`src/rtl/cpu_multicycle.sv`:
```
// Multi-cycle load/store CPU: FETCH/DECODE/EXEC/MEM/WB over one shared word-addressed memory port.
// Latency (zero-wait memory): 3 cycles NOP/BEQ/JMP/HALT, 4 ALU/ADDI/MUL/ST, 5 LD; +1 per wait cycle.
// Backpressure: each memory request holds req/we/addr/wdata stable until the mem_ready edge; FSM stalls meanwhile.
//
// Optional feature: define CPU_MUL_EN to implement opcode C as a single-cycle multiply; otherwise C is a NOP.
//
// Ports:
//   clk, rst          sole clock; synchronous active-high reset
//   mem_req/mem_we    request strobe and write select (we meaningful only while req is high)
//   mem_addr          word address (AW bits), mem_wdata store data
//   mem_rdata         read data, sampled only on an edge with mem_req && mem_ready
//   mem_ready         completes the current request at this edge
//   halted            sticky, set when HALT executes
//   retire            one-cycle pulse per completed instruction (registered, follows the final state edge)
module cpu_multicycle #(
    parameter int WIDTH     = 32,
    parameter int MEM_DEPTH = 2048,
    parameter int NREGS     = 16,
    parameter int RESET_PC  = 0,
    localparam int AW       = $clog2(MEM_DEPTH),
    localparam int RDW      = (WIDTH > 32) ? WIDTH : 32
) (
    input  logic             clk,
    input  logic             rst,
    output logic             mem_req,
    output logic             mem_we,
    output logic [AW-1:0]    mem_addr,
    output logic [WIDTH-1:0] mem_wdata,
    input  logic [RDW-1:0]   mem_rdata,
    input  logic             mem_ready,
    output logic             halted,
    output logic             retire
);

    localparam int RIW = (NREGS > 1) ? $clog2(NREGS) : 1;

    localparam logic [3:0] OP_ADD  = 4'h1;
    localparam logic [3:0] OP_SUB  = 4'h2;
    localparam logic [3:0] OP_AND  = 4'h3;
    localparam logic [3:0] OP_OR   = 4'h4;
    localparam logic [3:0] OP_XOR  = 4'h5;
    localparam logic [3:0] OP_ADDI = 4'h6;
    localparam logic [3:0] OP_LD   = 4'h7;
    localparam logic [3:0] OP_ST   = 4'h8;
    localparam logic [3:0] OP_BEQ  = 4'h9;
    localparam logic [3:0] OP_JMP  = 4'hA;
`ifdef CPU_MUL_EN
    localparam logic [3:0] OP_MUL  = 4'hC;
`endif
    localparam logic [3:0] OP_HALT = 4'hF;

    typedef enum logic [2:0] {
        S_FETCH, S_DECODE, S_EXEC, S_MEM, S_WB, S_HALTED
    } state_t;

    state_t state_q, state_d;

    logic [AW-1:0]    pc_q, pc_next;
    logic [31:0]      ir_q;
    logic [WIDTH-1:0] a_q, b_q, res_q;
    logic [WIDTH-1:0] alu_res, imm_sx;
    logic [WIDTH-1:0] regs [NREGS];
    logic             run_q;      // low for one cycle after reset so the first request follows deassertion
    logic             retire_d;

    logic [3:0]       opcode;
    logic [RIW-1:0]   rd_idx, rs1_idx, rs2_idx;

    // Register indices beyond NREGS-1 alias back onto the implemented file.
    function automatic logic [RIW-1:0] ridx(input logic [3:0] r);
        return RIW'({28'd0, r} % NREGS);
    endfunction

    assign opcode  = ir_q[31:28];
    assign rd_idx  = ridx(ir_q[27:24]);
    assign rs1_idx = ridx(ir_q[23:20]);
    assign rs2_idx = ridx(ir_q[19:16]);
    assign imm_sx  = WIDTH'(signed'(ir_q[15:0]));

    always_comb begin
        alu_res = '0;
        case (opcode)
            OP_ADD:                alu_res = a_q + b_q;
            OP_SUB:                alu_res = a_q - b_q;
            OP_AND:                alu_res = a_q & b_q;
            OP_OR:                 alu_res = a_q | b_q;
            OP_XOR:                alu_res = a_q ^ b_q;
            OP_ADDI, OP_LD, OP_ST: alu_res = a_q + imm_sx;
`ifdef CPU_MUL_EN
            OP_MUL:                alu_res = a_q * b_q;
`endif
            default:               alu_res = '0;
        endcase
    end

    // PC arithmetic is done at AW bits so it wraps at MEM_DEPTH naturally.
    always_comb begin
        pc_next = pc_q + AW'(1);
        if (opcode == OP_BEQ && a_q == b_q)
            pc_next = pc_q + AW'(1) + AW'(imm_sx);
        else if (opcode == OP_JMP)
            pc_next = AW'(ir_q[15:0]);
    end

    always_ff @(posedge clk) begin
        if (rst) state_q <= S_FETCH;
        else     state_q <= state_d;
    end

    always_comb begin
        state_d   = state_q;
        retire_d  = 1'b0;
        mem_req   = 1'b0;
        mem_we    = 1'b0;
        mem_addr  = '0;
        mem_wdata = '0;
        case (state_q)
            S_FETCH: begin
                if (run_q) begin
                    mem_req  = 1'b1;
                    mem_addr = pc_q;
                    if (mem_ready) state_d = S_DECODE;
                end
            end
            S_DECODE: state_d = S_EXEC;
            S_EXEC: begin
                case (opcode)
                    OP_ADD, OP_SUB, OP_AND, OP_OR, OP_XOR, OP_ADDI: state_d = S_WB;
`ifdef CPU_MUL_EN
                    OP_MUL: state_d = S_WB;
`endif
                    OP_LD, OP_ST: state_d = S_MEM;
                    OP_HALT: begin
                        state_d  = S_HALTED;
                        retire_d = 1'b1;
                    end
                    default: begin
                        state_d  = S_FETCH;
                        retire_d = 1'b1;
                    end
                endcase
            end
            S_MEM: begin
                mem_req  = 1'b1;
                mem_we   = (opcode == OP_ST);
                mem_addr = AW'(res_q);
                if (opcode == OP_ST) mem_wdata = b_q;
                if (mem_ready) begin
                    if (opcode == OP_ST) begin
                        state_d  = S_FETCH;
                        retire_d = 1'b1;
                    end else begin
                        state_d  = S_WB;
                    end
                end
            end
            S_WB: begin
                state_d  = S_FETCH;
                retire_d = 1'b1;
            end
            S_HALTED: state_d = S_HALTED;
            default:  state_d = S_FETCH;
        endcase
    end

    always_ff @(posedge clk) begin
        if (rst) begin
            pc_q   <= AW'(RESET_PC);
            ir_q   <= '0;
            a_q    <= '0;
            b_q    <= '0;
            res_q  <= '0;
            run_q  <= 1'b0;
            halted <= 1'b0;
            retire <= 1'b0;
            for (int i = 0; i < NREGS; i++) regs[i] <= '0;
        end else begin
            run_q  <= 1'b1;
            retire <= retire_d;
            case (state_q)
                S_FETCH: if (run_q && mem_ready) ir_q <= mem_rdata[31:0];
                S_DECODE: begin
                    a_q <= (rs1_idx == '0) ? '0 : regs[rs1_idx];
                    b_q <= (rs2_idx == '0) ? '0 : regs[rs2_idx];
                end
                S_EXEC: begin
                    res_q <= alu_res;
                    pc_q  <= pc_next;
                    if (opcode == OP_HALT) halted <= 1'b1;
                end
                S_MEM: if (mem_ready && opcode == OP_LD) res_q <= mem_rdata[WIDTH-1:0];
                S_WB: if (rd_idx != '0) regs[rd_idx] <= res_q;
                default: ;
            endcase
        end
    end

endmodule

```
`config.mk`:
```
export PLATFORM = sky130hd
export DESIGN_NAME = cpu_multicycle
export DESIGN_NICKNAME = d
export VERILOG_FILES = /design/src/rtl/cpu_multicycle.sv
export SDC_FILE = /design/constraint.sdc
export NUM_CORES = 1
export LEC_CHECK = 0
export ABC_AREA = 0
export CAP_MARGIN = 0
export CORE_MARGIN = 2
export CORE_UTILIZATION = 40
export DETAILED_ROUTE_END_ITERATION = 16
export DONT_BUFFER_PORTS = 1
export HOLD_SLACK_MARGIN = 0.03
export PLACE_DENSITY_LB_ADDON = 0.12
export RECOVER_POWER = 100
export SETUP_SLACK_MARGIN = 0.05
export SLEW_MARGIN = 30
export SYNTH_ARGS = -nofsm -noshare
export SYNTH_HDL_FRONTEND = slang
export SYNTH_SLANG_ARGS = --single-unit
export TNS_END_PERCENT = 20
```
`constraint.sdc`:
```
create_clock -name clk -period 8.4 [get_ports clk]
set_input_delay 0.84 -clock clk [delete_from_list [all_inputs] [get_ports clk]]
set_output_delay 0.84 -clock clk [all_outputs]
set_load 0.005 [all_outputs]
```
**Word level (Yosys, flattened, before mapping)**

Memories as Yosys holds them, arrays and structs flattened. A register that Yosys moved wholly into a read port is not among the register bits.
Cells that the tools add are included.
Widths: inputs -> output; s select.

- Register bits after elaboration: 145
- RAM bits: 512
- Input port bits: 35
- Output and inout bits: 47
- Word-level logic and storage cells: 94
- Memories: 1

Memories:

| name | depth | width | rd ports | clocked after Yosys merged registers in | wr ports | RTL line | source |
|---|---|---|---|---|---|---|---|
| regs | 16 | 32 | 2 | 2 | 16 | 62 | `logic [WIDTH-1:0] regs [NREGS];` |

- Add/subtract/negate cells: 5
- Equal/unequal tests: 21
- Muxes and demuxes: 38
- Bitwise logic cells: 3
- Reductions and logical operators: 17

Operators by type and width:

| kind | count |
|---|---|
| $mux 32 | 6 |
| $pmux 32 s6 | 1 |
| $add 32x32->32 | 2 |
| $pmux 32 s2 | 1 |
| $mux 11 | 3 |
| $and 32x32->32 | 1 |
| $eq 32x32->1 | 1 |
| $or 32x32->32 | 1 |
| $reduce_or 32->1 | 1 |
| $sub 32x32->32 | 1 |
| $xor 32x32->32 | 1 |
| $pmux 11 s2 | 1 |
| $mux 4 | 5 |
| $eq 4x3->1 const B | 4 |
| $eq 4x4->1 const B | 4 |
| $pmux 3 s5 | 1 |
| $mux 1 | 13 |
| $mux 3 | 4 |
| $add 11x1->11 const B | 1 |
| $add 11x11->11 | 1 |
| $pmux 3 s3 | 1 |
| $eq 4x2->1 const B | 2 |
| $logic_not 4->1 | 2 |
| $ne 2x2->1 const B | 4 |
| other kinds (16) | 22 |

**Depth between registers and ports, before layout**

Gate-level depths: netlist of run 1.

- Depth in word-level cells: 7
- Gate-level depth with buffers: 19
- Gate-level depth less buffers: 16

**Worst setup path before layout of run 1**

OpenSTA, ideal clock, no wires.

- Kind: input to register
- Start point: input rst
- End point: memory regs[5][0], enable pin
- Setup time: 0.466 ns
- Arrival: 3.788 ns
- Required time: 7.934 ns
- Path slack: 4.146 ns
- Stages on the path: 4
- Path buffers: 1
- Cell sequence: clkbuf_1 nor4_1 nand3_1 o21ai_0

RTL lines:

| what | RTL line | source |
|---|---|---|
| start: declaration | 24 | `input logic rst,` |
| end: declaration | 62 |  |

**Worst setup path after layout of run 1**

- Start point: register ir_q[28]
- End point: register res_q[19]

- Word-level cells in the longest chain between the ends: 4

RTL lines:

| what | RTL line | source |
|---|---|---|
| start: declaration | 59 | `logic [31:0] ir_q;` |
| start signal: assignment | 181 | `S_FETCH: if (run_q && mem_ready) ir_q <= mem_rdata[31:0];` |
| $eq 4x4->1 (tied with other cells) | 82 | `case (opcode)` |
| $reduce_or 3->1 or $logic_and 1x1->1 (tied branches) | 82, 191 |  |
| $pmux 32 s6 or $ne 2x2->1 (tied branches) | n/a |  |
| $pmux 32 s2 or $reduce_and 2->1 (tied branches) | n/a |  |
| end signal: assignment | 187 | `res_q <= alu_res;` |
| end signal: assignment | 191 | `S_MEM: if (mem_ready && opcode == OP_LD) res_q <= mem_rdata[WIDTH-1:0];` |
| end: declaration | 60 | `logic [WIDTH-1:0] a_q, b_q, res_q;` |

Several ways; a longest one is shown, not always the timed one.
A chain may end at the register's enable or synchronous reset.

==> results of run 1 <==
## power by group through the flow
stage / registers, mW / clock network (mW) / logic, mW
final: 3.79 / 3.47 / 1.14
after CTS: 3.78 / 3.52 / 1.13
after detailed placement: 3.85 / 0 / 1.13
after floorplan: 3.78 / 0 / 0.807
after global routing: 3.80 / 3.65 / 1.21
after global placement: 3.84 / 0 / 1.12
## cell families after synthesis
| family | count (synthesis) |
|---|---|
| AND/OR/NAND/NOR | 1081 |
| multiplexers | 346 |
| buffers and inverters | 377 |
| other | 1 |
| AO/OA/AOI/OAI | 662 |
| flip-flops | 665 |
| XOR/XNOR | 62 |
| adder cells (fa/ha/maj) | 147 |
## final cells by class
class / count / area (um^2)
Antenna cell: 7 / 17.5
Clock buffer: 104 / 2290
Clock inverter: 40 / 323
Fill cell: 8883 / 53800
Inverter: 104 / 390
Multi-Input combinational cell: 2330 / 19600
Sequential cell: 665 / 18500
Tap cell: 1276 / 1600
Timing Repair Buffer: 69 / 404
## flip-flops by register name, summed over array words and instances (netlist names), named ones only
register,cells
regs,512
a_q,32
b_q,32
ir_q,32
res_q,32
pc_q,11
state_q,3
halted,1
retire,1
run_q,1
## worst min-delay path by stage
stage	to	slack (ps)	from	depth (start not counted)
after global routing	pc_q[1]	280	rst	1
after global placement	ir_q[14]	450	ir_q[14]	2
after CTS	pc_q[1]	250	rst	1
final	pc_q[1]	300	rst	1
after floorplan	ir_q[15]	430	ir_q[15]	2
after detailed placement	ir_q[12]	450	ir_q[12]	2
## synth_stat cells, drive strengths merged, types with 8 or more instances
master,n,area [um^2]
inv,103,387
mux2i,74,741
ha,144,1800
mux2,16,180
o221ai,12,111
nor4,10,62.6
nor2,205,769
mux4,256,5770
and2,486,3040
buf,41,200
or2,9,56.3
o21ai,83,415
or3,8,50.1
nor2b,76,475
a22o,12,105
edfxtp,512,15400
o2111ai,10,87.6
nor3,73,370
a21oi,222,1120
o211ai,10,75.1
nand3,27,135
a22oi,78,586
clkbuf,232,871
xor2,17,149
a211oi,84,636
a221oi,27,243
nand2b,12,75.1
nand4,9,56.3
a31oi,12,75.1
nand2,137,514
o21bai,17,128
dfxtp,153,3060
xnor2,45,394
a21o,32,240
o22ai,10,62.6
and3,14,87.6
## through the flow
step | hold slack, ps | worst slack, ps
3_3_place_gp | 448 | 3320
2_1_floorplan | 432 | 4150
3_5_place_dp | 450 | 3220
4_1_cts | 251 | 3170
6_report | 295 | 2180
5_1_grt | 279 | 1690
## routing by layer
layer	vias to the layer above	wire [um]	track usage, %
met1	14468	56400	36.2
li1	12281	-	-
met2	1055	63900	44.0
met4	0	3830	7.90
met5	-	0	0
met3	219	9100	3.59
## worst max-delay path, stage by stage (launching register included)
cell and delay [ps]:
dfxtp_1 600, nor3_1 220, and2_0 280, nor2_1 640, clkbuf_1 1030, mux2_2 430
ha_1 340, a211oi_1 260, o21ai_1 100, a21oi_1 280, a21boi_0 440, o21ai_0 310
a221oi_2 340, xor2_1 180, nor2_1 60, a2111oi_0 380, o22ai_1 160
==> out/metrics.csv, run 1 <==
stage;metric;value;unit
clock_tree;htree_levels;3;
synthesis;synthMuxAreaShare;17.1;%
synthesis;synthSimpleGateAreaFrac;14.9;%
clock_tree;cts_resized;0;
clock_tree;clock_latency;640;ps
die;start_util;40.4;%
timing;relSlewSlack;-118;%
job;drv_cap;36;
worst_setup_path;reg2reg_depth;16;
power;power.share.clock;41.3;%
power;max-vdd-ir-drop;0.128;mV
synthesis;synth_edf_count;512;
routing;vias;28023;
worst_setup_path;endpoint;res_q[19];
worst_hold_path;hold_class;input port to flop;
timing;finalSetupViolations;0;
timing;timing.final.crit_share;74.0;%
power;p_leak;14.8;nW
routing;drtIter0Drc;2686;
die;ios;82;
timing;drv_slew;1120;
global_route;overflow;0;
worst_setup_path;path_max_fanout;25;
global_route;grt_max_degree;169;
clock_tree;cts_setup_buffers;0;
synthesis;synth_xor_area_share;1.39;%
clock_tree;cts_buffer_depth;3;
timing;period_minus_slack;6220;ps
power;p_seq_share;45.1;%
clock_tree;cts_hold_buf;0;
worst_setup_path;worstPathRequired;8890;ps
global_route;grt_pass1_vias;28049;
routing;wl_per_cell;29.0;um
synthesis;yosysWarnings;0;
synthesis;synth_top_family_by_area;multiplexers;
worst_setup_path;crit_path_start;ir_q[28];
worst_setup_path;worstSetupEndpointType;flop;
timing;tightest_slew;3270;ps
synthesis;ys_seq_elements;665;
synthesis;netlist_area;39200;um^2
routing;drc;0;
cells_and_area;fin_cells;4595;
power;internal-power;6.15;mW
worst_setup_path;critical_path_class;flop to flop;
cells_and_area;final_common_cell;edfxtp_1;
worst_setup_path;cp-start-kind;flop;
global_route;grt_pass1_wl;193;mm
cells_and_area;area_growth;9.95;%
die;die_w;317;um
power;design_power_total;8.39;mW
routing;ant_nets;0;
run_status;violations;max-capacitance violations, max-slew violations;
cells_and_area;utilization;44.5;%
timing;clock.fmax;161;MHz
synthesis;syn_area_per_cell;11.7;um^2
power;switching_power;2.24;mW
routing;first_pass_iters;5;
synthesis;synth_async_sr_flop_share;0;%
clock_tree;numClockSinks;665;
worst_setup_path;timing.rr.start;ir_q[28];
global_route;grt.total_usage;26.5;%
timing;finalHoldViolCount;0;
placed_design;hpwl;83.7;mm
die;rows;114;
placed_design;placed_area;40600;um^2
clock_tree;cts_made_buffers;79;
die;die_y;317;um
die;coreArea;96900;um^2
power;powerDensity;195;nW/um^2
timing;rsz0062_at_grt;false;
placed_design;portBuffers;0;
placed_design;dp.cells;4443;
timing;fin_worst_skew;19.8;ps
power;swShare;26.7;%
clock_tree;ctsRootBufferMaster;clkbuf_16;
worst_setup_path;reg2reg_to;res_q[19];
worst_setup_path;crit_arrival;6710;ps
clock_tree;clk_pin_slew_worst_paths;60;ps
synthesis;synthAdderAreaFrac;4.75;%
synthesis;syn_inst;3341;
global_route;antenna_found_initial;14;
synthesis;synth_compound_area_share;11.1;%
routing;viasPerCell;6.10;
cells_and_area;drive_gt1_share;14.7;%
routing;wl;133;mm
power;combPwrFrac;13.6;%
synthesis;ys_types;78;
synthesis;yosysSeqAreaShare;47.1;%
cells_and_area;nNetsFinal;3431;
placed_design;place.gp.congestion;0.949;
die;die-area;100000;um^2
run_status;status;complete, but fails checks;
clock_tree;cts_tree;yes;
cells_and_area;final_cell_mix;512 x edfxtp_1, 257 x and2_0, 256 x mux4_2, 229 x and2_1, 219 x a21oi_1;
timing;setup_tns;0;ps
synthesis;synth_flop_cell;edfxtp_1;
worst_setup_path;reg2reg_slack;2180;ps
cells_and_area;fin_area;43100;um^2
Power figures use the tool's default switching activity.
==> run 2: changes to the inputs <==
==> constraint.sdc (replaced) <==
create_clock -name clk -period 5.6 [get_ports clk]
set_input_delay 0.56 -clock clk [delete_from_list [all_inputs] [get_ports clk]]
set_output_delay 0.56 -clock clk [all_outputs]
set_load 0.005 [all_outputs]
==> out/metrics.csv, run 2 (same netlist as run 1, synthesis figures left out) <==
stage;metric;value;unit;change
cells_and_area;final_common_cell;edfxtp_1;;
routing;viasPerCell;6.10;;about the same
worst_setup_path;critical_path_class;flop to flop;;
worst_setup_path;crit_path_top_delay_cell;o21ai_0;;
routing;ant_nets;0;;unchanged
global_route;grt.total_usage;27.3;%;+0.76 points
global_route;busiest_layer;met2;;
global_route;grt_pass1_vias;28217;;+0.60%
routing;first_pass_iters;6;;+1
worst_setup_path;worstPathRequired;5900;ps;-2990 ps
routing;drtIter0Drc;2917;;+8.6%
placed_design;portBuffers;0;;unchanged
die;ios;82;;unchanged
power;powerDensity;284;nW/um^2;+46%
clock_tree;cts_buffer_depth;3;;unchanged
worst_setup_path;cp_cell_sequence;nor4_1, nand3_1, o21ai_0, buf_4;;
die;start_util;40.4;%;unchanged
timing;fin_worst_skew;26.1;ps;+6.34 ps
clock_tree;ctsRootBufferMaster;clkbuf_16;;
timing;relSlewSlack;-149;%;-31 points
timing;drv_slew;965;;-14%
die;die-area;100000;um^2;unchanged
worst_setup_path;slowest_delay;2850;ps;+1820 ps
die;die_w;317;um;unchanged
cells_and_area;area_growth;9.95;%;about the same
cells_and_area;largest_reg_flops;512;;unchanged
die;rows;114;;unchanged
timing;clock.fmax;194;MHz;+21%
global_route;overflow;0;;unchanged
worst_hold_path;hold_class;input port to flop;;
clock_tree;clock_latency;650;ps;about the same
timing;rsz0062_at_grt;false;;
cells_and_area;top_register;regs;;
timing;finalHoldViolCount;0;;unchanged
cells_and_area;drive_gt1_share;13.9;%;-0.75 points
clock_tree;clk_pin_slew_worst_paths;60;ps;about the same
placed_design;place.gp.congestion;0.913;;-3.8%
run_status;status;complete, but fails checks;;
power;max-vdd-ir-drop;0.197;mV;+54%
timing;tightest_slew;3700;ps;+428 ps
global_route;use_met2;43.9;%;-0.14 points
power;p_leak;14.7;nW;-0.18%
worst_setup_path;reg2reg_depth;4;;-12
worst_setup_path;worstSetupEndpointType;flop;;
clock_tree;cts_made_buffers;79;;unchanged
timing;holdWs;77.7;ps;-217 ps
timing;setup_tns;0;ps;unchanged
timing;finalSetupViolations;0;;unchanged
clock_tree;htree_levels;3;;unchanged
die;die_y;317;um;unchanged
routing;wl_per_cell;29.6;um;+2.1%
timing;timing.final.crit_share;92.0;%;+18 points
worst_hold_path;hold_depth;2;;+1
global_route;grt_pass1_wl;197;mm;+2.2%
worst_setup_path;crit_arrival;5450;ps;-1260 ps
placed_design;hpwl;87.5;mm;+4.5%
cells_and_area;nNetsFinal;3464;;+0.96%
routing;drc;0;;unchanged
power;design_power_total;12.2;mW;+46%
global_route;antenna_found_initial;12;;-2
routing;vias;28191;;+0.60%
cells_and_area;final_cell_mix;512 x edfxtp_1, 264 x and2_0, 256 x mux4_2, 222 x and2_1, 219 x a21oi_1;;
worst_setup_path;timing.rr.start;state_q[0];;
global_route;grt_max_degree;111;;-34%
routing;wl;137;mm;+2.8%
worst_setup_path;path_max_fanout;15;;-40%
timing;period_minus_slack;5150;ps;-1070 ps
global_route;met1_usage;37.6;%;+1.4 points
global_route;met3_usage;4.43;%;+0.84 points
worst_setup_path;cp-start-kind;flop;;
worst_setup_path;reg2reg_to;regs[5][10];;
worst_setup_path;reg2reg_slack;450;ps;-1730 ps
run_status;violations;max-capacitance violations, max-slew violations;;
worst_hold_path;hold_path.startpoint;mem_rdata[22];;
clock_tree;numClockSinks;665;;unchanged
die;coreArea;96900;um^2;unchanged
clock_tree;cts_tree;yes;;
job;drv_cap;36;;unchanged
==> run 2: changes by cell type in the layout (fill, tap and decap cells not counted), sizes merged <==
cell / delta
bufinv: -3
clkbuf: +4
clkinvlp: +1
dlygate4sd3: +22
buf: +3
diode: +2
==> run 2: layout make-up <==
type                            instances  area, um^2
Timing Repair Buffer                  102         751
Sequential cell                       665       18500
Clock buffer                          100        2110
Inverter                              104         390
Clock inverter                         38         228
Tap cell                             1276        1600
Multi-Input combinational cell       2330       19500
Antenna cell                            9        22.5
Fill cell                            8914       53800
==> run 2: worst max path at each step <==
stage | endpoint | slack (ps) | from
floorplan | res_q[19] | 1520 | ir_q[29]
global placement | res_q[24] | 1050 | ir_q[28]
detailed placement | res_q[24] | 830 | ir_q[28]
CTS | res_q[24] | 820 | ir_q[28]
global route | res_q[17] | 220 | ir_q[28]
finish | regs[5][10] | 450 | state_q[0]
==> run 2: worst max-delay path: cells and delay by family (launching register included) <==
family | cells | cell delay (ps)
DFF | 1 | 570
and+or+nand+nor | 2 | 750
AOI/OAI and AO/OA | 1 | 2850
buffers and inverters | 1 | 610
==> run 2: metrics by stage <==
step           utilization (%)  cell area (um^2)  worst slack [ps]  std cells
4_1_cts                   44.9             43400               819       4615
6_report                  44.5             43100               450       4624
2_1_floorplan                -             39300              1520       3372
3_5_place_dp              42.2             40900               829       4454
5_1_grt                   44.5             43100               223       4622
3_3_place_gp              42.1             40700              1050       4450
==> run 2: routing by layer <==
metal | vias to the layer above | wire [um]
met5 | - | 13
met2 | 1201 | 64000
met4 | 2 | 4060
li1 | 12343 | -
met1 | 14429 | 57800
met3 | 216 | 11000
==> run 2: timing repair <==
action,4_1_cts,5_1_grt
gates resized for setup,0,0
hold buffers,23,0
hold endpoints to repair,61,0
buffers inserted,0,0
==> run 2: power breakdown <==
part / switching, mW / internal [mW] / total, mW
sequential: 0.210 / 5.49 / 5.70
clock: 2.09 / 2.71 / 4.80
combinational: 1.06 / 0.687 / 1.75
total: 3.36 / 8.88 / 12.2
